### config.mk
export PLATFORM = sky130hd
export DESIGN_NAME = debug_dump_unit_flat
export DESIGN_NICKNAME = d
export VERILOG_FILES = /design/src/rtl/debug_dump_unit_pkg.sv /design/src/rtl/debug_dump_unit_if.sv /design/src/rtl/debug_dump_unit_cycle_counter.sv /design/src/rtl/debug_dump_unit.sv /design/src/flat_wrapper.sv
export SDC_FILE = /design/constraint.sdc
export NUM_CORES = 1
export LEC_CHECK = 0
export CORE_UTILIZATION = 45
export CTS_CLUSTER_DIAMETER = 50
export DETAILED_ROUTE_END_ITERATION = 8
export PLACE_DENSITY = 0.77
export REMOVE_ABC_BUFFERS = 1
export SLEW_MARGIN = 5
export SYNTH_ARGS = -nofsm -noshare
export SYNTH_HDL_FRONTEND = slang
export SYNTH_HIERARCHICAL = 1
export SYNTH_SLANG_ARGS = --single-unit
### constraint.sdc
create_clock -name clk -period 3.4 [get_ports clk]
set_input_delay 0.34 -clock clk [delete_from_list [all_inputs] [get_ports clk]]
set_output_delay 0.34 -clock clk [all_outputs]
set_load 0.005 [all_outputs]
### src/rtl/debug_dump_unit_pkg.sv
// Shared debug-dump definitions: FSM states, header tag, frame offsets, frame length helper.
// The frame length includes the trailing checksum word when DUMP_CHECKSUM_EN is defined.
package debug_dump_unit_pkg;

    localparam int unsigned WORD_W = 32;
    localparam int unsigned IDX_W  = 11;

    localparam logic [15:0] HDR_TAG_DEFAULT = 16'hDEB0;

    localparam int unsigned OFF_HDR  = 0;
    localparam int unsigned OFF_PC   = 1;
    localparam int unsigned OFF_CYC  = 2;
    localparam int unsigned OFF_REGS = 3;

    typedef enum logic [2:0] {
        IDLE      = 3'd0,
        FETCH     = 3'd1,
        LATCH     = 3'd2,
        SEND      = 3'd3,
        WAIT_ACK  = 3'd4,
        WAIT_DONE = 3'd5,
        FINISH    = 3'd6
    } state_t;

    function automatic int unsigned frame_words(input int unsigned n_regs, input int unsigned n_mem);
`ifdef DUMP_CHECKSUM_EN
        return OFF_REGS + n_regs + n_mem + 1;
`else
        return OFF_REGS + n_regs + n_mem;
`endif
    endfunction

endpackage

### src/rtl/debug_dump_unit_if.sv
// Debug dump bus: trigger/core inputs, register/memory read ports and the Tx word handshake.
interface debug_dump_unit_if;
    localparam int unsigned DW = 32;
    localparam int unsigned RW = 5;

    logic          start_dump;
    logic          mips_enable;
    logic [DW-1:0] pc;
    logic [RW-1:0] reg_addr;
    logic [DW-1:0] reg_data;
    logic [DW-1:0] mem_addr;
    logic [DW-1:0] mem_data;
    logic          tx_dataready;
    logic [DW-1:0] UART_data;
    logic          TX_start;
    logic          busy;
    logic          dump_done;

    modport master (
        input  start_dump, mips_enable, pc, reg_data, mem_data, tx_dataready,
        output reg_addr, mem_addr, UART_data, TX_start, busy, dump_done
    );

    modport slave (
        output start_dump, mips_enable, pc, reg_data, mem_data, tx_dataready,
        input  reg_addr, mem_addr, UART_data, TX_start, busy, dump_done
    );
endinterface

### src/rtl/debug_dump_unit_cycle_counter.sv
// Saturating 32-bit cycle counter, advancing only while the core is enabled.
module debug_cycle_counter
    import debug_dump_unit_pkg::*;
(
    input  logic              clk,
    input  logic              reset,
    input  logic              enable,
    output logic [WORD_W-1:0] count
);

    always_ff @(posedge clk or posedge reset) begin
        if (reset) begin
            count <= '0;
        end else if (enable && (count != '1)) begin
            count <= count + WORD_W'(1);
        end
    end

endmodule

### src/rtl/debug_dump_unit.sv
// Serialises the debug frame (header, pc, cycle count, registers, memory window) to the Tx path.
// Optional trailing XOR checksum word under DUMP_CHECKSUM_EN.
module debug_dump_unit
    import debug_dump_unit_pkg::*;
#(
    parameter int unsigned        N_REGS   = 32,
    parameter int unsigned        N_MEM    = 16,
    parameter logic [WORD_W-1:0]  MEM_BASE = 32'h0000_0000,
    parameter logic [15:0]        HDR_TAG  = HDR_TAG_DEFAULT
)(
    input  logic              clk,
    input  logic              reset,
    debug_dump_unit_if.master bus
);

    localparam int unsigned    W         = frame_words(N_REGS, N_MEM);
    localparam logic [IDX_W-1:0] LAST      = IDX_W'(W - 1);
    localparam logic [IDX_W-1:0] IDX_HDR   = IDX_W'(OFF_HDR);
    localparam logic [IDX_W-1:0] IDX_PC    = IDX_W'(OFF_PC);
    localparam logic [IDX_W-1:0] IDX_CYC   = IDX_W'(OFF_CYC);
    localparam logic [IDX_W-1:0] REG_START = IDX_W'(OFF_REGS);
    localparam logic [IDX_W-1:0] REG_END   = IDX_W'(OFF_REGS + N_REGS);
    localparam logic [IDX_W-1:0] MEM_END   = IDX_W'(OFF_REGS + N_REGS + N_MEM);

    state_t            state, state_nxt;
    logic [IDX_W-1:0]  k, k_nxt;
    logic [WORD_W-1:0] snap, snap_nxt;
    logic [WORD_W-1:0] uart_nxt, mem_addr_nxt, word, count;
    logic [4:0]        reg_addr_nxt;
    logic              tx_start_nxt, busy_nxt, done_nxt;
`ifdef DUMP_CHECKSUM_EN
    logic [WORD_W-1:0] csum, csum_nxt;
`endif

    debug_cycle_counter u_cycle_counter (
        .clk    (clk),
        .reset  (reset),
        .enable (bus.mips_enable),
        .count  (count)
    );

    always_ff @(posedge clk or posedge reset) begin
        if (reset) begin
            state         <= IDLE;
            k             <= '0;
            snap          <= '0;
            bus.UART_data <= '0;
            bus.TX_start  <= 1'b0;
            bus.busy      <= 1'b0;
            bus.dump_done <= 1'b0;
            bus.reg_addr  <= '0;
            bus.mem_addr  <= MEM_BASE;
`ifdef DUMP_CHECKSUM_EN
            csum          <= '0;
`endif
        end else begin
            state         <= state_nxt;
            k             <= k_nxt;
            snap          <= snap_nxt;
            bus.UART_data <= uart_nxt;
            bus.TX_start  <= tx_start_nxt;
            bus.busy      <= busy_nxt;
            bus.dump_done <= done_nxt;
            bus.reg_addr  <= reg_addr_nxt;
            bus.mem_addr  <= mem_addr_nxt;
`ifdef DUMP_CHECKSUM_EN
            csum          <= csum_nxt;
`endif
        end
    end

    always_comb begin
        state_nxt    = state;
        k_nxt        = k;
        snap_nxt     = snap;
        uart_nxt     = bus.UART_data;
        tx_start_nxt = 1'b0;
        busy_nxt     = bus.busy;
        done_nxt     = 1'b0;
        reg_addr_nxt = bus.reg_addr;
        mem_addr_nxt = bus.mem_addr;
        word         = '0;
`ifdef DUMP_CHECKSUM_EN
        csum_nxt     = csum;
`endif

        case (state)
            IDLE: begin
                if (bus.start_dump) begin
                    snap_nxt  = count;
                    k_nxt     = '0;
                    busy_nxt  = 1'b1;
                    state_nxt = FETCH;
`ifdef DUMP_CHECKSUM_EN
                    csum_nxt  = '0;
`endif
                end
            end
            FETCH: state_nxt = LATCH;
            LATCH: begin
                if (k == IDX_HDR)      word = {HDR_TAG, 16'(W)};
                else if (k == IDX_PC)  word = bus.pc;
                else if (k == IDX_CYC) word = snap;
                else if (k < REG_END)  word = bus.reg_data;
                else                   word = bus.mem_data;
`ifdef DUMP_CHECKSUM_EN
                if (k == LAST) word = csum;
                else           csum_nxt = csum ^ word;
`endif
                uart_nxt  = word;
                state_nxt = SEND;
            end
            SEND: begin
                if (bus.tx_dataready) begin
                    tx_start_nxt = 1'b1;
                    state_nxt    = WAIT_ACK;
                end
            end
            WAIT_ACK: begin
                if (!bus.tx_dataready) state_nxt = WAIT_DONE;
            end
            WAIT_DONE: begin
                if (bus.tx_dataready) begin
                    if (k == LAST) begin
                        done_nxt  = 1'b1;
                        busy_nxt  = 1'b0;
                        state_nxt = FINISH;
                    end else begin
                        k_nxt     = k + IDX_W'(1);
                        state_nxt = FETCH;
                    end
                end
            end
            FINISH:  state_nxt = IDLE;
            default: state_nxt = IDLE;
        endcase

        // Addresses are presented for the whole FETCH cycle so a synchronous RAM answers in LATCH
        if (state_nxt == FETCH) begin
            if ((k_nxt >= REG_START) && (k_nxt < REG_END))
                reg_addr_nxt = 5'(k_nxt - REG_START);
            if ((k_nxt >= REG_END) && (k_nxt < MEM_END))
                mem_addr_nxt = MEM_BASE + WORD_W'({k_nxt - REG_END, 2'b00});
        end
    end

endmodule

### src/flat_wrapper.sv
// flat-port wrapper written by rule: the top's interface ports become plain ports
module debug_dump_unit_flat import debug_dump_unit_pkg::*;
#(
    parameter int unsigned        N_REGS   = 32,
    parameter int unsigned        N_MEM    = 16,
    parameter logic [WORD_W-1:0]  MEM_BASE = 32'h0000_0000,
    parameter logic [15:0]        HDR_TAG  = HDR_TAG_DEFAULT
)
  (clk, reset, bus_start_dump, bus_mips_enable, bus_pc, bus_reg_data, bus_mem_data, bus_tx_dataready, bus_reg_addr, bus_mem_addr, bus_UART_data, bus_TX_start, bus_busy, bus_dump_done);
  debug_dump_unit_if bus_i ();
  input  logic clk;
  input  logic reset;
  input wire logic [$bits(bus_i.start_dump)-1:0] bus_start_dump;
  input wire logic [$bits(bus_i.mips_enable)-1:0] bus_mips_enable;
  input wire logic [$bits(bus_i.pc)-1:0] bus_pc;
  input wire logic [$bits(bus_i.reg_data)-1:0] bus_reg_data;
  input wire logic [$bits(bus_i.mem_data)-1:0] bus_mem_data;
  input wire logic [$bits(bus_i.tx_dataready)-1:0] bus_tx_dataready;
  output wire logic [$bits(bus_i.reg_addr)-1:0] bus_reg_addr;
  output wire logic [$bits(bus_i.mem_addr)-1:0] bus_mem_addr;
  output wire logic [$bits(bus_i.UART_data)-1:0] bus_UART_data;
  output wire logic [$bits(bus_i.TX_start)-1:0] bus_TX_start;
  output wire logic [$bits(bus_i.busy)-1:0] bus_busy;
  output wire logic [$bits(bus_i.dump_done)-1:0] bus_dump_done;
  assign bus_i.start_dump = bus_start_dump;
  assign bus_i.mips_enable = bus_mips_enable;
  assign bus_i.pc = bus_pc;
  assign bus_i.reg_data = bus_reg_data;
  assign bus_i.mem_data = bus_mem_data;
  assign bus_i.tx_dataready = bus_tx_dataready;
  assign bus_reg_addr = bus_i.reg_addr;
  assign bus_mem_addr = bus_i.mem_addr;
  assign bus_UART_data = bus_i.UART_data;
  assign bus_TX_start = bus_i.TX_start;
  assign bus_busy = bus_i.busy;
  assign bus_dump_done = bus_i.dump_done;
  debug_dump_unit #(.N_REGS(N_REGS), .N_MEM(N_MEM), .MEM_BASE(MEM_BASE), .HDR_TAG(HDR_TAG)) u_core (.clk(clk), .reset(reset), .bus(bus_i));
endmodule
# --- Word level (Yosys, flattened, before mapping) ---
# Cells that the tools add are included.
classes:
  add_sub_neg: 4
  order_cmp: 5
  eq_ne: 13
  n_mux: 23
  reduce_logical: 10
ops:
  columns: ["cell", "n"]
  rows:
  - ["$mux W32", 4]
  - ["$lt A11 B6 Y1 const B", 3]
  - ["$mux W11", 3]
  - ["$add A32 B1 Y32 const B", 1]
  - ["$ne A32 B32 Y1 const B", 1]
  - ["$pmux W11 S2", 1]
  - ["$pmux W3 S6", 1]
  - ["$mux W3", 5]
  - ["$add A11 B1 Y11 const B", 1]
  - ["$eq A11 B1 Y1 const B", 1]
  - ["$eq A11 B2 Y1 const B", 1]
  - ["$eq A11 B6 Y1 const B", 1]
  - ["$ge A11 B2 Y1 const B", 1]
  - ["$ge A11 B6 Y1 const B", 1]
  - ["$logic_not A11 Y1", 1]
  - ["$sub A11 B6 Y11 const B", 1]
  - ["$mux W1", 8]
  - ["$eq A3 B1 Y1 const B", 2]
  - ["$eq A3 B2 Y1 const B", 2]
  - ["$eq A3 B3 Y1 const B", 2]
  - ["$reduce_and A2 Y1", 3]
  - ["$sub A5 B2 Y5 const B", 1]
  - ["$ne A2 B2 Y1 const B", 2]
  - ["$reduce_and A4 Y1", 1]
  - ["5 further kinds", 7]
word_totals:
  reg_bits: 129
  inputBits: 101

# --- Depth between registers and ports, before layout ---
depth:
  depth_word: 7
  ltp_mapped: 12

# --- By module ---
# The synthesis kept the hierarchy.
by_module_without_submodules:
  columns: ["mod", "n_inst", "cells_each", "area_per_inst_um2", "seq_area_each_um2"]
  rows:
  - ["debug_dump_unit", 1, 572, 5250.0, 2427.3]
  - ["debug_cycle_counter", 1, 139, 1561.5, 800.8]

# --- Worst setup path before layout ---
# No wires, ideal clock.
synth_path:
  path_kind: "reg2reg"
  start: "reg u_core.k[0]"
  end: "reg u_core.bus.reg_addr[0]"
  setup_time_ns: 0.125
  arrival_ns: 3.027
  required_time_ns: 3.275
  setup_slack_ns: 0.248
  path_stages_with_launch: 12
  period_less_slack_ns: 3.152
  cell_sequence: "dfrtp_1 inv_1 ha_1 and3_1 a31oi_1 nor2_1 mux2i_1 inv_1 ha_1 or4_1 nand3_1 mux2_2"
synth_via:
  elab_chain_len: 7
  word_cells_on_any_way: 15
synth_rtl:
  columns: ["item", "line", "source"]
  rows:
  - ["from (decl)", "debug_dump_unit.sv:26", "logic [IDX_W-1:0] k, k_nxt;"]
  - ["from (signal assigned)", "debug_dump_unit.sv:58", "k <= k_nxt;"]
  - ["$add A11 B1 Y11 / $eq A11 B6 Y1 (equally long branches)", "debug_dump_unit.sv:129, debug_dump_unit.sv:124", null]
  - ["$mux W11", "debug_dump_unit.sv:124", "if (k == LAST) begin"]
  - ["$mux W11", "debug_dump_unit.sv:123", "if (bus.tx_dataready) begin"]
  - ["$pmux W11 S2 (*)", "debug_dump_unit.sv:87", "case (state)"]
  - ["net u_core.k_nxt[0]", "debug_dump_unit.sv:26", null]
  - ["$ge A11 B2 Y1 / $lt A11 B6 Y1 (equally long branches)", "debug_dump_unit.sv:140", "if ((k_nxt >= REG_START) && (k_nxt < REG_END))"]
  - ["$logic_and A1 B1 Y1", "debug_dump_unit.sv:140", null]
  - ["$reduce_and A2 Y1 (no source line)", null, null]
  - ["to (signal assigned)", "debug_dump_unit.sv:64", "bus.reg_addr <= reg_addr_nxt;"]
  - ["to (decl)", "debug_dump_unit_if.sv:21", "output reg_addr, mem_addr, UART_data, TX_start, busy, dump_done"]
# Mark *: on every way through the listed nets, which the timed path passes. The rest lies on a longest branch.
# A chain may end at the register's enable or synchronous reset.

# --- Worst setup path after layout ---
layout_path:
  start: "reg u_core.k[1]"
  end: "reg u_core.bus.reg_addr[4]"
layout_via:
  elab_chain_len: 7
  word_cells_on_any_way: 15
layout_rtl:
  columns: ["item", "line"]
  rows:
  - ["$eq A11 B6 Y1 (*)", "debug_dump_unit.sv:124"]
  - ["$mux W11 (*)", "debug_dump_unit.sv:124"]
  - ["$mux W11 (*)", "debug_dump_unit.sv:123"]
  - ["$pmux W11 S2 (*)", "debug_dump_unit.sv:87"]
  - ["net u_core.k_nxt[0]", "debug_dump_unit.sv:26"]
  - ["$ge A11 B2 Y1 / $lt A11 B6 Y1 (equally long branches)", "debug_dump_unit.sv:140"]
  - ["$logic_and A1 B1 Y1", "debug_dump_unit.sv:140"]
  - ["$reduce_and A2 Y1 (no source line)", null]
# Marks and branches as above.

==> impl_metrics.toml <==
[run_status]
status = "complete, but fails checks"
violations = "DRC"

[timing]
slew_headroom_pct = 29.3
drv_slew = 0
hold_viol = 0
setup_violations = 0
min_period_over_period_pct = 93.4
holdWs_ns = 0.407
clock.fmax_mhz = 315
tightest_slew_ns = 1.06
setup_ws_ns = 0.226
clock_skew_ns = 0.00954
min_period_ns = 3.17
rsz0062_at_grt = "no"
setup_tns_ns = 0

[routing]
firstDrtPassIters = 7
final_antenna_net_count = 0
vias_per_cell = 5.60
drt_wl_total_microns = 18900
routedWlPerCell_microns = 17.9
via_count = 5921
first_iter_violations = 690
remaining_drc_errors = 23

[power]
p_per_area_nw_per_um2 = 610
p_int_mw = 3.68
leakagePower_nw = 4.33
switching_share_pct = 33.7
ir_worst_vdd_uv = 406
seqPwrFrac_pct = 37.1
p_comb_share_pct = 32.8
p_clk_share_pct = 30.1
p_sw_mw = 1.87

[setup_path]
cpPeakStageDelay_ns = 0.53
crit_arrival_ns = 3.48
crit_fanout = 6
cp-end-kind = "flip-flop"
cp_cell_sequence = "ha_1 > and3_1 > a31oi_1 > nor2_1 > mux2i_1 > inv_1 > ha_1 > or4_1 > nand3_1 > mux2_2"
required_ns = 3.70
crit_path_start_kind = "flip-flop"
crit_type = "reg2reg"
slowest_stage = "or4_1"
cp_common_cell = "ha_1"

[cts]
ctsHoldBuffers = 0
cts_setup_buffers = 0
cts_root_buf = "clkbuf_16"
clockBufferDepth = 2
cts_tree = "done"
cts_htree_levels = 4
cts.sinks = 129
cts_buffers = 17
cts.reportedPaths.clkPinSlew_ns = 0.06
clk_latency_ns = 0.42

[floorplanning]
die_x_microns = 125
coreArea_sq_um = 14600
ios = 173
rows = 44
start_util_pct = 46.5
die_h_microns = 125
dieArea_sq_um = 15600

[final_layout]
fillCellCount = 1224
seqCellArea_sq_um = 3230
area_delta_synth_final_pct = 33.4
fin_cells = 1058
multi_input_area_sq_um = 3310
layout-drive-gt1-share_pct = 9.50
final_nets = 970
antennaDiodeCount = 0

[placement]
dp_slack_ns = -0.000358
post-place-cells = 1028
portBuffers = 151
dp_hpwl_microns = 13400
place_congestion = 0.906

[logic_synthesis]
synthFlopType = "dfrtp_1"
yosysWarnings = 6
syn_area_per_cell_sq_um = 9.58
netlist_instances = 711
netlist_area_sq_um = 6810
synthArstFlopShare_pct = 100
synth_edf_count = 0
synth_cell_types = 65
seq_area_frac_synth_pct = 47.4
ys_ff_latch = 129

[global_route]
grt_pass1_wl_microns = 30500
grt_overflow = 0
grt_max_degree = 52
grt_pass1_vias = 5669
grt.total_usage_pct = 25.1
antenna_found_initial = 0

[hold_path]
hp-class = "in2async"

[run]
cap_violations = 0
[repair_timing]
item                                   in CTS  in global routing
resized for setup                           0                  2
setup endpoints to repair                   0                 13
endpoints found under the hold margin       0                  0
[registers in the layout (all words and copies together) (netlist names)]
| name | cells |
|---|---|
| u_core/bus.dump_done | 1 |
| u_core/snap | 32 |
| u_core/u_cycle_counter/count | 32 |
| u_core/bus.UART_data | 32 |
| u_core/bus.mem_addr | 11 |
| u_core/bus.busy | 1 |
| u_core/k | 11 |
| u_core/state | 3 |
| u_core/bus.reg_addr | 5 |
| u_core/bus.TX_start | 1 |
[worst max-delay path, delay by kind of cell, from the launching register on]
kind,cells,cell delay [ns]
adder cells (fa/ha/maj),2,0.51
AO/OA/AOI/OAI,1,0.25
buffers and inverters,1,0.09
AND/OR/NAND/NOR,4,1.14
multiplexers,2,0.61
flip-flops,1,0.46
[placed cells by master, fill, tap and decap left out, types with 17 or more instances in the layout]
master / n
a32oi_1: 20
clkdlybuf4s50_1: 151
dfrtp_1: 129
nand2_1: 132
nand3_1: 28
nor2_1: 45
buf_4: 20
o21ai_0: 46
a21oi_1: 32
conb_1: 21
mux2i_1: 39
clkbuf_16: 17
xnor2_1: 27
[final timing paths]
kind,start,to,slack [ns],cells past startpoint
setup / recovery,u_core/k[1],u_core/bus.reg_addr[4],0.23,10
hold / removal,reset,u_core/u_cycle_counter/count[21],0.41,3
setup reg to reg,u_core/k[1],u_core/bus.reg_addr[4],0.23,10
hold reg to reg,u_core/snap[22],u_core/snap[22],0.47,2
max in group asynchronous,reset,u_core/bus.UART_data[6],2.29,3
min in group clk,u_core/snap[22],u_core/snap[22],0.47,2
[Yosys cell counts (14+ instances only)]
master | instances | share of area, %
inv_1 | 14 | 0.77
mux2i_1 | 39 | 5.7
nor2_1 | 45 | 2.5
a21oi_1 | 34 | 2.5
dfrtp_1 | 129 | 47
nand3_1 | 28 | 2.1
a32oi_1 | 20 | 2.6
nand2_1 | 133 | 7.3
o21ai_0 | 46 | 3.4
xnor2_1 | 27 | 3.5
buf_4 | 21 | 2.3
clkbuf_1 | 31 | 1.7
[per-stage QoR]
step           power, mW  util, %  area, sq um
2_1_floorplan       2.95        -         6560
3_3_place_gp        3.83     58.2         8530
3_5_place_dp        3.88     58.2         8530
4_1_cts             5.55     61.9         9070
5_1_grt             5.84     62.0         9090
6_report            5.54     62.0         9090
[power groups by stage]
stage	clock [mW]	combinational, mW	sequential, mW
floorplan	0	0.895	2.05
detailed placement	0	1.80	2.08
global route	1.76	1.98	2.09
CTS	1.68	1.82	2.05
finish	1.67	1.82	2.06
global placement	0	1.77	2.07
[cells by family after synthesis]
group                      after synthesis  synth area share, %
DFF                                    129                 47.4
other                                    1               0.0551
buffers and inverters                   75                 5.64
and+or+nand+nor                        268                 18.9
muxes                                   53                 8.32
adders and majority gates                6                 1.10
xor gates and xnor gates                32                 4.11
AOI/OAI and AO/OA                      147                 14.5
[routing by layer]
metal  share of wire [%]  wire [microns]  global-route usage [%]
met1                  44            8400                    33.3
met2                  48            9180                    40.1
met3                 5.3            1010                    5.05
met4                 1.8             345                    10.3
met5                   0               0                       0
[layout make-up]
type,count,share of cell area (%)
Multi-Input combinational cell,527,36.4
Sequential cell,129,35.5
Timing Repair Buffer,174,18.9
Clock buffer,25,5.67
Tap cell,184,2.53
Inverter,14,0.606
Clock inverter,5,0.303
Power figures use the tool's default switching activity.
